--- src/rtl/instr_queue.sv ---
// Instruction queue between fetch and decode.
// Circular FIFO of {PC, instr} entries with a registered occupancy count.
// Handshakes: a transfer happens on a rising clk edge when valid and ready
// are both 1 on that side; ready/valid never depend on the other side's
// handshake inputs, so there is no combinational path through the queue.
module instr_queue #(
    parameter int DBITS = 32,
    parameter int DEPTH = 4,
    parameter int CBITS = 3
) (
    input  logic             clk,
    input  logic             reset,
    input  logic [DBITS-1:0] pcIn,
    input  logic [31:0]      instrIn,
    input  logic             inValid,
    output logic             inReady,
    input  logic             flush,
    output logic [DBITS-1:0] outPc,
    output logic [31:0]      outInstr,
    output logic             outValid,
    input  logic             outReady,
    output logic [CBITS-1:0] count
);

    localparam int PBITS = (DEPTH > 1) ? $clog2(DEPTH) : 1;
    localparam logic [CBITS-1:0] FULL_COUNT = CBITS'(DEPTH);

    // Storage is intentionally left unreset; pointers and count define validity.
    logic [DBITS-1:0] pc_mem_q    [DEPTH];
    logic [31:0]      instr_mem_q [DEPTH];

    logic [PBITS-1:0] wp_q, wp_d;
    logic [PBITS-1:0] rp_q, rp_d;
    logic [CBITS-1:0] count_q, count_d;

    logic push;
    logic pop;

    // Handshake qualifiers derived from registered state only (plus reset).
    always_comb begin
        inReady  = reset && (count_q < FULL_COUNT);
        outValid = (count_q != '0);
        push     = inValid && inReady;
        pop      = outValid && outReady;
        count    = count_q;
        outPc    = outValid ? pc_mem_q[rp_q] : '0;
        outInstr = outValid ? instr_mem_q[rp_q] : '0;
    end

    // Next-state for pointers and count; flush drops any same-cycle push/pop.
    always_comb begin
        wp_d    = wp_q;
        rp_d    = rp_q;
        count_d = count_q;
        if (flush) begin
            wp_d    = '0;
            rp_d    = '0;
            count_d = '0;
        end else begin
            if (push) wp_d = wp_q + 1'b1;
            if (pop)  rp_d = rp_q + 1'b1;
            if (push && !pop)      count_d = count_q + 1'b1;
            else if (pop && !push) count_d = count_q - 1'b1;
        end
    end

    // Pointer/count registers with synchronous active-low reset.
    always_ff @(posedge clk) begin
        if (!reset) begin
            wp_q    <= '0;
            rp_q    <= '0;
            count_q <= '0;
        end else begin
            wp_q    <= wp_d;
            rp_q    <= rp_d;
            count_q <= count_d;
        end
    end

    // Entry write on an accepted push that is not being flushed away.
    always_ff @(posedge clk) begin
        if (push && !flush) begin
            pc_mem_q[wp_q]    <= pcIn;
            instr_mem_q[wp_q] <= instrIn;
        end
    end

endmodule

--- config.mk ---
export PLATFORM = sky130hd
export DESIGN_NAME = instr_queue
export DESIGN_NICKNAME = d
export VERILOG_FILES = /design/src/rtl/instr_queue.sv
export SDC_FILE = /design/constraint.sdc
export NUM_CORES = 1
export LEC_CHECK = 0
export CORE_MARGIN = 1
export CORE_UTILIZATION = 30
export CTS_CLUSTER_SIZE = 16
export DETAILED_ROUTE_END_ITERATION = 8
export GPL_TIMING_DRIVEN = 0
export PLACE_DENSITY = 0.58
export SYNTH_ARGS = -nofsm -noshare
export SYNTH_HDL_FRONTEND = slang
export SYNTH_SLANG_ARGS = --single-unit
--- constraint.sdc ---
create_clock -name clk -period 6.5 [get_ports clk]
set_clock_uncertainty 0.1 [all_clocks]
set_input_delay 0.975 -clock clk [delete_from_list [all_inputs] [get_ports clk]]
set_output_delay 0.975 -clock clk [all_outputs]
set_load 0.005 [all_outputs]
==> out/results.txt <==
Hold-fix buffers, CTS: 0
Max capacitance violation total: 0
Pleak: 0.00411 uW
RSZ-0062 raised after global routing: no
Power Dens Cells: 283 nW/um2
Gate power share: 8.1%
Largest net degree at the start of global routing: 34
Initial Util: 30.5%
CP arrival: 2.97 ns
P_int: 2950 uW
Slowest cell on the critical path: clkbuf_1
WL/cell: 18.6 um
DRC viols: 0
Peak supply drop: 0.000189 V
Core Area: 33400 um2
Sequential share of power: 51.4%
Fin nets: 698
Reg clk slew, reported paths: 0.06 ns
Fmax: 0.247 GHz
Endpoints failing hold: 0
Grt met3 use: 2.80%
Required time of the critical path: 5.42 ns
Die area: 34700 um2
Period utilisation layout: 62.3%
Final GP Congestion: 0.692
Clock sinks: 265
Post-Syn Area: 10200 um2
Initial DRC count: 249
Hpwl dp: 12900 um
Worst-Margin Slew: 0.827 ns
# IOs: 138
Vias post-DR: 4873
Syn_area_per_cell: 22.5 um2
Wire length of the first global-routing pass: 31700 um
Die Height: 186 um
Top Usage Layer GRT: met2
Total Wirelength: 20400 um
Reg2reg setup slack: 4.14 ns
Rel. slew slack: 44.9%
Top cell family by delay on the critical path: buffers and inverters
Grt met2 use: 20.8%
Worst setup SP type: flop
Hold Crit Class: flop to flop
Fin crit period: 4.05 ns
Antenna diode count: 0
Critical-path maximum fanout: 10
Crit path kind: flop to output port
Fin Hold WS: 0.426 ns
CTS max path bufs: 3
Most used cell, CP: clkbuf_1
Met1 track demand over resource: 14.4%
Worst-Skew Late Latency: 0.53 ns
Clk root buf: clkbuf_16
Final ANT Viol Nets: 0
Status: completed
Sequential area share after synthesis: 77.2%
Post-synthesis register bit count: 265
Switching fraction of total power: 20.2%
Final-report max-slew violation count: 0
P&R area growth vs syn: 28.6%
H-tree levels: 1
Worst path cell trace: or3_1, clkbuf_1, clkbuf_1, and2_1, clkdlybuf4s50_1
Worst path max stage delay: 0.63 ns
TritonCTS Buffers: 28
Library cells used by synthesis: 25
Buf/Inv on CP: 3
CTS tree: yes
Rows: 67
Gr usage total: 11.8%
First-pass DRT Iterations: 6
Port bufs: 137
DR vias/cell: 4.46
Clock power share: 40.5%
TNS Setup: 0 ns
Switching Power: 749 uW
Synthesized Nets: 527
Grt total ovfl: 0
Vias in the first global route: 5487
Setup Buffers After CTS: 0
Setup-failing EPs final: 0
Cells after synthesis: 452
Initial antenna violation count: 0
Share of cells above drive strength 1: 18.6%
CTS resizes: 0
Post-route cell area: 13100 um2
Placed cell area: 12200 um2
Die width: 186 um
Worst Setup End Kind: output port
Synth Warn #: 0
==> registers in the layout, indices dropped and copies added, names as in the netlist, named ones only <==
signal,flops
count,3
instr_mem_q,128
pc_mem_q,128
rp_q,2
wp_q,2
==> area by class of cell <==
class	count	area, um2
plain buffers	21	193
clock buffers	31	733
clock inverters	21	146
fillers	3002	20300
inverters	4	15.0
multi-input cells	162	2140
flip-flops and latches	265	7870
well taps	448	561
repair buffers	141	1450
==> cells by family (layout without fill, tap and decap cells) <==
logic type	count (synthesis)	in the layout	synth area share, %
adders and majority gates	6	6	0.810
buffers and inverters	25	218	2.04
AOI/OAI and AO/OA	4	4	0.258
xor gates and xnor gates	5	5	0.430
DFF	265	265	77.2
and+or+nand+nor	81	81	4.78
muxes	66	66	14.5
==> worst paths after layout <==
kind,start,endpoint,cells after the start
worst max-delay path,count[0]$_SDFFE_PP0P_,outInstr[7],5
worst min-delay path,rp_q[1]$_SDFFE_PP0P_,flop,2
worst max register to register,count[0]$_SDFFE_PP0P_,count[2]$_SDFFE_PP0P_,7
worst min register to register,rp_q[1]$_SDFFE_PP0P_,flop,2
==> power groups by stage <==
stage	clock network (uW)	registers, uW	logic, uW
after floorplan	0	1940	116
after global placement	0	1940	296
after detailed placement	0	1940	306
after CTS	1550	1900	308
after global routing	1620	1900	326
final	1500	1900	300
==> cell usage after synthesis, drive strengths merged <==
cell type	n	area (um2)
inv	4	15.0
buf	13	161
xor2	4	35.0
xnor2	1	8.76
mux2i	2	20.0
o21ai	1	5.00
nand2	1	3.75
mux4	64	1460
clkbuf	8	31.3
dfxtp	9	180
and3	4	25.0
o31ai	1	7.51
nor2	7	26.3
edfxtp	256	7690
and2	65	407
o311ai	1	8.76
ha	5	62.6
fa	1	20.0
nor2b	2	12.5
a21oi	1	5.00
or3	2	12.5
==> per-layer routing <==
layer  wire, um  share of wire [%]
met5          0                  0
met4        330                1.6
met3       1110                5.4
met2      10400                 51
met1       8520                 42
==> tightest hold or removal path: cells and delay by family (launching register included) <==
family        cells  cell delay (ns)
flops             1             0.33
simple gates      1             0.10
xor+xnor          1             0.06
==> cells in the final DEF (no fill, tap or decap), types with 4 or more instances in the layout <==
cell type        count
edfxtp_1           256
clkdlybuf4s50_1    137
and2_1              65
mux4_2              60
clkbuf_16           29
clkinv_1            12
buf_12              10
clkbuf_1             9
dfxtp_1              9
nor2_1               7
buf_2                6
ha_1                 5
clkinv_2             5
inv_1                4
mux4_1               4
and3_4               4
xor2_1               4
==> metrics by stage <==
| stage | utilization, % | setup slack [ns] | total power (uW) | cells |
|---|---|---|---|---|
| after global placement | 36.2 | 1.33 | 2230 | 1037 |
| after CTS | 39.2 | 2.30 | 3760 | 1093 |
| final | 39.2 | 2.45 | 3700 | 1093 |
| after global routing | 39.2 | 2.19 | 3850 | 1093 |
| after floorplan | - | 3.06 | 2050 | 452 |
| after detailed placement | 36.5 | 2.89 | 2240 | 1041 |
(Power assumes the default switching activity.)
